<file path="src/rtl/serial_pkg.sv">
// rtl/serial_pkg.sv - shared state encoding and width helpers for serial_sample_bridge
//
// Purpose: holds the bridge FSM state type and the derivations of the channel
//          select width and the per-channel byte count, so that the top and the
//          byte mux agree on them.
// Ports:   none (package).
package serial_pkg;

  typedef enum logic [1:0] {
    ST_IDLE    = 2'd0,
    ST_SEND    = 2'd1,
    ST_WAIT_HI = 2'd2,
    ST_WAIT_LO = 2'd3
  } state_t;

  // Frame byte index width: the longest frame is one echo byte plus four
  // data bytes (DATA_W = 32), i.e. indices 0..4.
  localparam int IDX_W = 3;

  function automatic int ch_width(input int num_ch);
    return (num_ch <= 1) ? 1 : $clog2(num_ch);
  endfunction

  function automatic int num_bytes(input int data_w);
    return (data_w + 7) / 8;
  endfunction

endpackage

</file>
<file path="src/rtl/sample_byte_mux.sv">
// rtl/sample_byte_mux.sv - selects the frame byte for a channel from the sample snapshot
//
// Purpose: maps (snapshot, channel, frame byte index) to the byte to transmit.
//          With ECHO set, index 0 is the channel command byte; the following
//          indices are the channel sample, least-significant byte first, with
//          the bits above DATA_W in the last byte forced to zero.
// Ports:   snapshot  in  NUM_CH*DATA_W  captured sample bus
//          ch        in  CH_W           channel to read
//          idx       in  IDX_W          byte position within the channel frame
//          byte_out  out 8              selected byte (combinational)
module sample_byte_mux
  import serial_pkg::*;
#(
  parameter int          NUM_CH    = 3,
  parameter int          DATA_W    = 16,
  parameter int          ECHO      = 1,
  parameter logic [7:0]  BASE_CHAR = 8'd120
) (
  input  logic [NUM_CH*DATA_W-1:0]    snapshot,
  input  logic [ch_width(NUM_CH)-1:0] ch,
  input  logic [IDX_W-1:0]            idx,
  output logic [7:0]                  byte_out
);

  localparam int CH_W   = ch_width(NUM_CH);
  localparam int NBYTES = num_bytes(DATA_W);
  localparam int PAD_W  = NBYTES * 8;
  localparam int DOFS   = (ECHO != 0) ? 1 : 0;

  logic [DATA_W-1:0] sample;
  logic [PAD_W-1:0]  padded;

  always_comb begin
    sample = '0;
    for (int k = 0; k < NUM_CH; k++) begin
      if (ch == CH_W'(k)) sample = snapshot[k*DATA_W +: DATA_W];
    end
  end

  // Zero-extension supplies the cleared upper bits of a partial last byte.
  assign padded = PAD_W'(sample);

  always_comb begin
    byte_out = '0;
    if (DOFS == 1 && idx == '0) begin
      byte_out = BASE_CHAR + 8'(ch);
    end else begin
      for (int b = 0; b < NBYTES; b++) begin
        if (idx == IDX_W'(b + DOFS)) byte_out = padded[b*8 +: 8];
      end
    end
  end

endmodule

</file>
<file path="src/rtl/serial_sample_bridge.sv">
// rtl/serial_sample_bridge.sv - UART command to sample-frame bridge
//
// Purpose: a received command byte selects one channel (BASE_CHAR+k) or all
//          channels (ALL_CHAR); the sample bus is snapshotted on acceptance and
//          each channel is sent as an optional echo byte followed by its sample
//          bytes, LSB first, handshaking each byte with the UART transmitter.
// Ports:   CLK_50         in   1              clock (rising edge)
//          areset         in   1              asynchronous active-high reset
//          rx_data_ready  in   1              received-byte strobe
//          rx_data        in   8              received command byte
//          tx_busy        in   1              transmitter busy
//          sample_bus     in   NUM_CH*DATA_W  live channel samples
//          tx_start       out  1              one-cycle transmit request
//          tx_data        out  8              byte to transmit
//          ch_sel         out  CH_W           channel being sent
//          busy           out  1              frame in progress
//          overrun        out  1              sticky: command dropped while busy
module serial_sample_bridge
  import serial_pkg::*;
#(
  parameter int         NUM_CH    = 3,
  parameter int         DATA_W    = 16,
  parameter logic [7:0] BASE_CHAR = 8'd120,
  parameter logic [7:0] ALL_CHAR  = 8'd97,
  parameter int         ECHO      = 1
) (
  input  logic                        CLK_50,
  input  logic                        areset,
  input  logic                        rx_data_ready,
  input  logic [7:0]                  rx_data,
  input  logic                        tx_busy,
  input  logic [NUM_CH*DATA_W-1:0]    sample_bus,
  output logic                        tx_start,
  output logic [7:0]                  tx_data,
  output logic [ch_width(NUM_CH)-1:0] ch_sel,
  output logic                        busy,
  output logic                        overrun
);

  localparam int CH_W      = ch_width(NUM_CH);
  localparam int NBYTES    = num_bytes(DATA_W);
  localparam int FRAME_LEN = NBYTES + ((ECHO != 0) ? 1 : 0);

  state_t                     state;
  logic [NUM_CH*DATA_W-1:0]   snapshot;
  logic                       all_mode;
  logic [IDX_W-1:0]           idx;
  logic [7:0]                 mux_byte;
  logic [8:0]                 rel;
  logic                       is_ch_cmd;
  logic                       is_all_cmd;
  logic                       cmd_valid;

  // 9-bit difference so that bytes below BASE_CHAR cannot wrap into range.
  assign rel        = {1'b0, rx_data} - {1'b0, BASE_CHAR};
  assign is_ch_cmd  = (rx_data >= BASE_CHAR) && (rel < 9'(NUM_CH));
  assign is_all_cmd = (rx_data == ALL_CHAR);
  assign cmd_valid  = is_ch_cmd || is_all_cmd;
  assign busy       = (state != ST_IDLE);

  sample_byte_mux #(
    .NUM_CH   (NUM_CH),
    .DATA_W   (DATA_W),
    .ECHO     (ECHO),
    .BASE_CHAR(BASE_CHAR)
  ) u_mux (
    .snapshot(snapshot),
    .ch      (ch_sel),
    .idx     (idx),
    .byte_out(mux_byte)
  );

  always_ff @(posedge CLK_50 or posedge areset) begin
    if (areset) begin
      state    <= ST_IDLE;
      tx_start <= 1'b0;
      tx_data  <= '0;
      ch_sel   <= '0;
      overrun  <= 1'b0;
      snapshot <= '0;
      all_mode <= 1'b0;
      idx      <= '0;
    end else begin
      tx_start <= 1'b0;
      case (state)
        ST_IDLE: begin
          if (rx_data_ready && cmd_valid) begin
            snapshot <= sample_bus;
            idx      <= '0;
            state    <= ST_SEND;
            // A channel command wins should ALL_CHAR ever overlap the channel range.
            if (is_ch_cmd) begin
              ch_sel   <= rel[CH_W-1:0];
              all_mode <= 1'b0;
            end else begin
              ch_sel   <= '0;
              all_mode <= 1'b1;
            end
          end
        end
        ST_SEND: begin
          if (!tx_busy) begin
            tx_start <= 1'b1;
            tx_data  <= mux_byte;
            state    <= ST_WAIT_HI;
          end
        end
        ST_WAIT_HI: begin
          if (tx_busy) state <= ST_WAIT_LO;
        end
        ST_WAIT_LO: begin
          if (!tx_busy) begin
            if (idx != IDX_W'(FRAME_LEN - 1)) begin
              idx   <= idx + 1'b1;
              state <= ST_SEND;
            end else if (all_mode && ch_sel != CH_W'(NUM_CH - 1)) begin
              ch_sel <= ch_sel + 1'b1;
              idx    <= '0;
              state  <= ST_SEND;
            end else begin
              state <= ST_IDLE;
            end
          end
        end
        default: state <= ST_IDLE;
      endcase
      if (state != ST_IDLE && rx_data_ready && cmd_valid) overrun <= 1'b1;
    end
  end

endmodule
</file>
<file path="config.mk">
export PLATFORM = sky130hd
export DESIGN_NAME = serial_sample_bridge
export DESIGN_NICKNAME = d
export VERILOG_FILES = /design/src/rtl/serial_pkg.sv /design/src/rtl/sample_byte_mux.sv /design/src/rtl/serial_sample_bridge.sv
export SDC_FILE = /design/constraint.sdc
export NUM_CORES = 1
export LEC_CHECK = 0
export ABC_AREA = 1
export BUFFER_PORTS_ARGS = -buffer_cell sky130_fd_sc_hd__buf_4
export CAP_MARGIN = 20
export CORE_MARGIN = 2
export CORE_UTILIZATION = 40
export CTS_BUF_LIST = sky130_fd_sc_hd__clkbuf_4
export CTS_CLUSTER_DIAMETER = 30
export DETAILED_ROUTE_END_ITERATION = 10
export SETUP_SLACK_MARGIN = 0.4
export SKIP_LAST_GASP = 1
export SLEW_MARGIN = 0
export SYNTH_ARGS = -nofsm -noshare
export SYNTH_HDL_FRONTEND = slang
export SYNTH_SLANG_ARGS = --single-unit
</file>
<file path="constraint.sdc">
create_clock -name CLK_50 -period 2.29 [get_ports CLK_50]
set_input_delay 0.229 -clock CLK_50 [delete_from_list [all_inputs] [get_ports CLK_50]]
set_output_delay 0.229 -clock CLK_50 [all_outputs]
set_load 0.02 [all_outputs]
</file>
# == After elaboration in Yosys (flattened, before gate mapping) ==
# Index checks and enable logic that the tools add are counted.
# totals
regBits,66
output_inout_bits,13
elab_cells,75
# op_classes
muxes,27
eq_ne,17
bitwise,1
n_lt_le_gt_ge,2
n_reduce_logical,16
add_sub_neg,4
# ops
cell,count
2-to-1 mux 16 bit,3
2-to-1 mux 8 bit,3
2-to-1 mux 2 bit,9
"inequality test 2 bit, second input constant",7
2-to-1 mux 3 bit,4
"less-than comparator 9 x 2 -> 1 bit, second input constant",1
"subtractor 8 x 7 -> 9 bit, second input constant",1
"adder 7 x 2 -> 8 bit, first input constant",1
"== test 8 x 7 -> 1 bit, second input constant",1
">= comparator 8 x 7 -> 1 bit, second input constant",1
case mux 2 bit (4 select lines),1
AND reduction 4 bit,2
"== test 2 bit, second input constant",3
case mux 3 bit (2 select lines),1
logical AND 1 bit,5
2-to-1 mux 1 bit,5
AND reduction 5 bit,1
"== test 2 x 1 -> 1 bit, second input constant",2
logical NOT 2 bit,2
case mux 2 bit (2 select lines),1
AND reduction 2 bit,2
nonzero test 2 bit,2
"adder 3 x 1 -> 3 bit, second input constant",1
"== test 3 x 1 -> 1 bit, second input constant",1
other kinds (7),7

# == Longest topological paths before layout ==
# Gate-level depths: netlist of run 1.
# depth
ltp_word,7
mapped_depth,11
ltp_nobuf,10

# == Hierarchy ==
# A second synthesis of run 1 with hierarchy kept.
# unflattened
cells_unflattened,455
area_unflattened_um2,3402.0
# by_module_without_submodules
mod,instances,area_each_um2,cells_per_inst,seq_area_each_um2
serial_sample_bridge,1,2894.0,345,1651.6
sample_byte_mux,1,508.0,110,0.0

# == Worst setup path before layout of run 1 ==
# OpenSTA, ideal clock, no wires.
# synth_timing
path_type,register -> register
from,register state[0]
to,register snapshot[0]
arrival_ns,1.591
setup_slack_ns,0.633
stages_incl_launch_ff,8
period_less_slack_ns,1.657
required_ns,2.224
setup_time_ns,0.066
path_cell_list,dfrtp_1 > inv_1 > ha_1 > inv_1 > buf_2 > clkbuf_1 > o21ai_0 > nand2_1
# synth_between
elab_chain_len,2
# synth_lines
element,line,text
from (decl),serial_sample_bridge.sv:44,state_t state;
from (signal assigned),serial_sample_bridge.sv:75,state <= ST_IDLE;
from (signal assigned),serial_sample_bridge.sv:90,state <= ST_SEND;
from (signal assigned),serial_sample_bridge.sv:105,state <= ST_WAIT_HI;
logical NOT 2 bit,serial_sample_bridge.sv:85,case (state)
AND reduction 2 bit (no source line),--,
to (signal assigned),serial_sample_bridge.sv:88,snapshot <= sample_bus;
to (decl),serial_sample_bridge.sv:45,logic [NUM_CH*DATA_W-1:0] snapshot;
# No other way between the ends.
# A chain may end at the register's enable or synchronous reset.

# == Worst setup path in the final report of run 1 ==
# layout_timing
from,register state[0]
to,output port busy
# layout_between
elab_chain_len,1
# layout_lines
element,line,text
nonzero test 2 bit,serial_sample_bridge.sv:59,assign busy = (state != ST_IDLE);
to (decl),serial_sample_bridge.sv:36,"output logic busy,"
# No other way between the ends.

==> out/results.txt, run 1 <==
Vias/cell: 4.82
Overflow after GRT: 0
Num CTS Buffers: 9
Initial Util: 41.0%
vias: 2996
leakage dissipation: 0.00227 µW
syn_area_per_cell: 7.84 µm²
Synth top area share: 49.2%
critical-path maximum fanout: 28
dominant cell type by area after synthesis: dfrtp_1
core box area: 8180 µm²
Yosys warnings: 0
I/O Pins: 73
DRC: 0
FF/Latch Area: 1650 µm²
Peak VDD IR: 0.463 mV
row cnt: 33
H-tree lvl count: 3
Worst Hold Class: in -> reg
clock latency at the later pin of the worst-skew pair: 0.41 ns
clock transition at the registers of the reported paths: 0.11 ns
met3 wire len: 373 µm
CTS tree: done
commonest non-fill, non-tap cell in the layout: nand2_1
Crit path arrival time: 1.57 ns
crit path launch: state[0]
initial antenna violation count: 0
max-cap check violation count: 0
DRT iter0 DRCs: 137
Top Layer Used: met4
number of inserted diodes: 0
CTS Root Cell: clkbuf_4
Setup crit end kind: output port
unrepaired setup endpoints after global routing: yes
footprint of the multi-input gates: 1420 µm²
largest net degree at the start of global routing: 42
Bufs on Longest Clock Path: 2
post-route setup TNS: 0 ns
final hold slack: 0.00978 ns
Die Span Y: 95.6 µm
Final Cycle Share: 78.6%
DR pass1 iterations: 4
Synth Flop Type: dfrtp_1
Clock Skew: 0.0107 ns
ranking of synthesized cells by area: dfrtp_1 49%, nand2_1 16%, o21ai_0 9.4%, inv_1 5.1%, nand3_1 3.3%
fmax: 556 MHz
DP Wirelength: 6.16 mm
reg2reg path depth: 9
Die Wd: 95.6 µm
first-pass GRT wire length: 14.5 mm
worst slew pin tran: 0.454 ns
status: completed
Final Setup Violations: 0
Seq cells post-synth: 66
Final min period: 1.80 ns
GRT Resource Usage Total: 20.8%
Fin. Hold Viols: 0
Fillers: 815
Final ANT Viol Nets: 0
Synth cell types: 26
Routed met2 length: 4.02 mm
Synth Instances: 428
post-synthesis cell area: 3360 µm²
Req. time, crit path: 2.06 ns
kind of critical path: reg -> out
Slew Viols, Final: 0
Cell Pwr Density: 996 nW/µm²
CP Capture Point: busy
Slew headroom: 69.7%
# nets final: 579
Area Overhead vs Synth: 26.4%
most frequent cells in the layout: 143 x nand2_1, 83 x buf_4, 66 x dfrtp_1, 59 x o21ai_0, 44 x inv_1
reg-to-reg slack, setup: 0.57 ns
# port buffers: 72
Avg WL per Cell: 14.0 µm
share of cells above drive strength 1: 22.8%
ys async rst share: 100%
vias in the first global route: 2978
EDFF count, synth: 0
sequential area share after synthesis: 49.2%
CTS Sinks: 66
DIE AREA: 9140 µm²
worst r2r src: ch_sel[0]
drt total wl: 8.68 mm
GP Congestion: 0.812
startpoint types: flip-flop
FF-to-FF End: tx_data[5]
WL met1: 4.21 mm
Synth Net Count: 495
[cells in the mapped netlist, types with 3 or more instances]
cell      number
buf_6          3
or2_2          4
nand2_1      144
dfrtp_1       66
o21ai_0       63
nand4_1        4
buf_4          4
buf_2          7
ha_1           7
inv_1         46
o211ai_1       7
nand3_1       22
a21oi_1       21
clkbuf_1       4
nor2_1         9
nor2_2         4
[worst min path at each step]
stage | slack (ns) | end | cells after the start | from
finish | 0.01 | snapshot[27] | 3 | sample_bus[27]
global route | 0.002 | snapshot[24] | 3 | sample_bus[24]
CTS | 0.0001 | snapshot[22] | 3 | sample_bus[22]
detailed placement | 0.36 | snapshot[14] | 3 | areset
global placement | 0.36 | snapshot[14] | 3 | areset
floorplan | 0.35 | snapshot[29] | 2 | sample_bus[29]
[metal layers]
metal | GRT usage, % | vias to the layer above
li1 | - | 1541
met1 | 29.7 | 1384
met2 | 32.6 | 62
met3 | 3.08 | 9
met4 | 6.79 | 0
met5 | 0 | -
[power by group]
group | leakage [µW] | total [µW] | switching, µW | internal [µW]
logic | 0.00140 | 1830 | 1140 | 692
registers | 0.000794 | 1610 | 153 | 1460
clock network | 0.0000759 | 779 | 441 | 338
total | 0.00227 | 4230 | 1740 | 2490
[area by class of cell]
type | count | area share (%)
multi-input cells | 295 | 33.5
clock inverters | 6 | 1.36
inverters | 48 | 4.31
clock buffers | 10 | 1.77
flip-flops and latches | 66 | 38.9
repair buffers | 92 | 17.1
well taps | 105 | 3.10
[cell families after synthesis]
group	share of synthesized area [%]
compound gates	15.1
xor+xnor	0.261
fa+ha+maj	2.61
buf+inv	8.91
flops	49.2
simple gates	23.9
[state kept, by name (all words and copies together) (netlist names)]
name and flops:
tx_start 1, snapshot 48, overrun 1, tx_data 8
all_mode 1, state 2, ch_sel 2, idx 3
[worst max-delay path, cell delays in order (launching register included)]
cell and delay (ns):
dfrtp_1 0.40, inv_1 0.14, ha_4 0.20, inv_2 0.08, buf_12 0.16, buf_4 0.16
[stage by stage]
step / instance area [µm²] / total power (µW) / setup slack [ns] / cells / util (%)
final: 4240 / 4230 / 0.491 / 622 / 51.9
after global routing: 4240 / 4570 / 0.399 / 622 / 51.9
after CTS: 4210 / 4170 / 0.409 / 621 / 51.5
after detailed placement: 3980 / 3340 / 0.441 / 595 / 48.6
after global placement: 3980 / 3320 / 0.451 / 595 / 48.6
after floorplan: 3360 / 2760 / 0.406 / 428 / -
[repair_timing]
action,4_1_cts,5_1_grt
hold buffers,8,0
hold endpoints to repair,73,0
resized for setup,4,8
buffers inserted,2,1
setup endpoints to repair,1,11
(Power assumes the default switching activity.)
==> run 2: changes to the inputs <==
--- a/config.mk
+++ b/config.mk
@@ -5,7 +5,7 @@
 export SDC_FILE = /design/constraint.sdc
 export NUM_CORES = 1
 export LEC_CHECK = 0
-export ABC_AREA = 1
+export ABC_AREA = 0
 export BUFFER_PORTS_ARGS = -buffer_cell sky130_fd_sc_hd__buf_4
 export CAP_MARGIN = 20
 export CORE_MARGIN = 2
==> constraint.sdc (replaced) <==
create_clock -name CLK_50 -period 1.6 [get_ports CLK_50]
set_input_delay 0.16 -clock CLK_50 [delete_from_list [all_inputs] [get_ports CLK_50]]
set_output_delay 0.16 -clock CLK_50 [all_outputs]
set_load 0.02 [all_outputs]
==> run 2 against run 1 <==
The run now ends with negative setup slack left. Largest cell class is now multi-input gates. Via count rose by 0.20%. Clock skew up 0.0066 ns. Sequential power rose by 47%. Largest power group unchanged. Register-to-register slack got worse by 0.76 ns.
==> out/results.txt, run 2 <==
status: complete, but fails checks
failing checks: negative setup slack
Worst Hold Class: in -> reg
Initial Util: 40.7%
Final min period: 1.79 ns
Synth cell types: 42
Die Wd: 97.7 µm
Avg WL per Cell: 16.7 µm
# port buffers: 72
Slew headroom: 76.2%
vias in the first global route: 3212
core box area: 8640 µm²
CTS Sinks: 66
Final Setup Violations: 56
unrepaired setup endpoints after global routing: yes
total power draw: 8070 µW
sequential area share after synthesis: 47.0%
initial antenna violation count: 0
GP Congestion: 0.799
ranking of synthesized cells by area: dfrtp_1 47%, mux2_4 21%, nand2_1 4.1%, o21ai_0 3.7%, buf_12 2.8%
Yosys warnings: 0
kind of critical path: reg -> reg
Fin. Hold Viols: 0
GRT Resource Usage Total: 21.5%
most frequent cells in the layout: 111 x buf_4, 63 x dfrtp_1, 49 x mux2_4, 49 x dlygate4sd3_1, 33 x nand2_1
Setup WS pre-CTS: -0.296 ns
DIE AREA: 9550 µm²
Setup crit end kind: flip-flop
Overflow after GRT: 0
max-cap check violation count: 0
Clock Skew: 0.0173 ns
Synth Net Count: 363
Seq cells post-synth: 66
first-pass GRT wire length: 16.3 mm
Reg with most FFs: snapshot
Peak VDD IR: 0.794 mV
Synth Instances: 296
clock latency at the later pin of the worst-skew pair: 0.42 ns
ys async rst share: 100%
vias: 3002
top cells by count, synth: 66 x dfrtp_1, 48 x mux2_4, 38 x nand2_1
clock transition at the registers of the reported paths: 0.12 ns
Slew Viols, Final: 0
Synth Flop Type: dfrtp_1
startpoint types: flip-flop
dominant cell type by area after synthesis: dfrtp_1
post-synthesis cell area: 3510 µm²
PnR worst setup slack: -0.185 ns
EDFF count, synth: 0
CTS tree: done
DRC: 0
Largest regs: snapshot x48, tx_data x8, idx x3
drt total wl: 9.96 mm
commonest non-fill, non-tap cell in the layout: buf_4
Num CTS Buffers: 9
row cnt: 34
Bufs on Longest Clock Path: 2
Final Cycle Share: 112%
top-count cell post-synth: dfrtp_1
Crit path arrival time: 2.09 ns
largest net degree at the start of global routing: 67
DRT iter0 DRCs: 84
Largest register FFs: 48
fmax: 560 MHz
number of inserted diodes: 0
worst slew pin tran: 0.357 ns
leakage dissipation: 0.00288 µW
Area Overhead vs Synth: 66.4%
Vias/cell: 5.03
Fillers: 638
syn_area_per_cell: 11.9 µm²
Req. time, crit path: 1.91 ns
Final ANT Viol Nets: 0
DP Wirelength: 5.95 mm
CTS Root Cell: clkbuf_4
DR pass1 iterations: 4
# nets final: 551
Die Span Y: 97.7 µm
Synth top area share: 47.0%
H-tree lvl count: 3
final hold slack: 0.143 ns
I/O Pins: 73
share of cells above drive strength 1: 55.8%
critical-path maximum fanout: 7
Cell Pwr Density: 1380 nW/µm²
[run 2: worst max-delay path: stages, from the launching register on]
cell and delay (ns):
dfrtp_2 0.45, ha_4 0.20, buf_6 0.14, nand2_1 0.09
o21ai_2 0.08, a221oi_4 0.29, buf_4 0.15, a211oi_1 0.04
a211o_1 0.23
[run 2: per-stage QoR]
| step | utilization (%) | setup TNS [ns] | instances | instance area (µm²) |
|---|---|---|---|---|
| after floorplan | - | -1.69 | 296 | 3680 |
| after global routing | 67.7 | -6.91 | 597 | 5850 |
| after CTS | 64.5 | -3.24 | 580 | 5570 |
| final | 67.7 | -4.91 | 597 | 5850 |
| after detailed placement | 51.8 | -7.12 | 497 | 4470 |
| after global placement | 51.8 | -5.74 | 497 | 4470 |
[run 2: cells by family (layout without fill, tap and decap cells)]
family	count (synthesis)	in the layout	synth area share, %
AOI/OAI and AO/OA	72	72	13.1
adders and majority gates	7	7	2.49
buffers and inverters	28	221	5.70
DFF	66	66	47.0
muxes	49	49	20.8
and+or+nand+nor	74	74	10.9
[run 2: layout make-up]
| cell class | count | area (µm²) | area share, % |
|---|---|---|---|
| Timing Repair Buffer | 198 | 1940 | 33.1 |
| Clock inverter | 5 | 31.3 | 0.535 |
| Inverter | 7 | 35.0 | 0.599 |
| Tap cell | 108 | 135 | 2.31 |
| Multi-Input combinational cell | 202 | 1970 | 33.7 |
| Clock buffer | 11 | 82.6 | 1.41 |
| Sequential cell | 66 | 1660 | 28.3 |
[run 2: metal layers]
| layer | vias to the layer above | share of wire, % | GRT usage, % |
|---|---|---|---|
| met5 | - | 0 | 0 |
| met4 | 0 | 1.6 | 5.34 |
| met3 | 9 | 3.9 | 4.80 |
| met2 | 72 | 50 | 36.2 |
| met1 | 1482 | 44 | 28.5 |
| li1 | 1439 | - | - |
[run 2: what timing repair did]
item / CTS / global route
hold buffers: 49 / 0
endpoints found under the hold margin: 114 / 0
pin swaps: 13 / 20
setup endpoints to repair: 68 / 72
setup buffers: 12 / 17
gates resized for setup: 60 / 35
gates cloned: 6 / 0
[run 2: power breakdown]
part | internal (µW) | switching (µW)
logic | 2610 | 2110
registers | 2060 | 308
clock network | 349 | 632
[run 2: final timing paths]
path                       slack, ns     endpoint  cells after the start       from
max                            -0.19   tx_data[6]                      8  ch_sel[0]
min                             0.14       idx[2]                      4    tx_busy
max reg2reg                    -0.19   tx_data[6]                      8  ch_sel[0]
min reg2reg                     0.50      overrun                      1    overrun
max in group asynchronous       0.91       idx[2]                      4     areset
min in group asynchronous       0.38  snapshot[4]                      4     areset
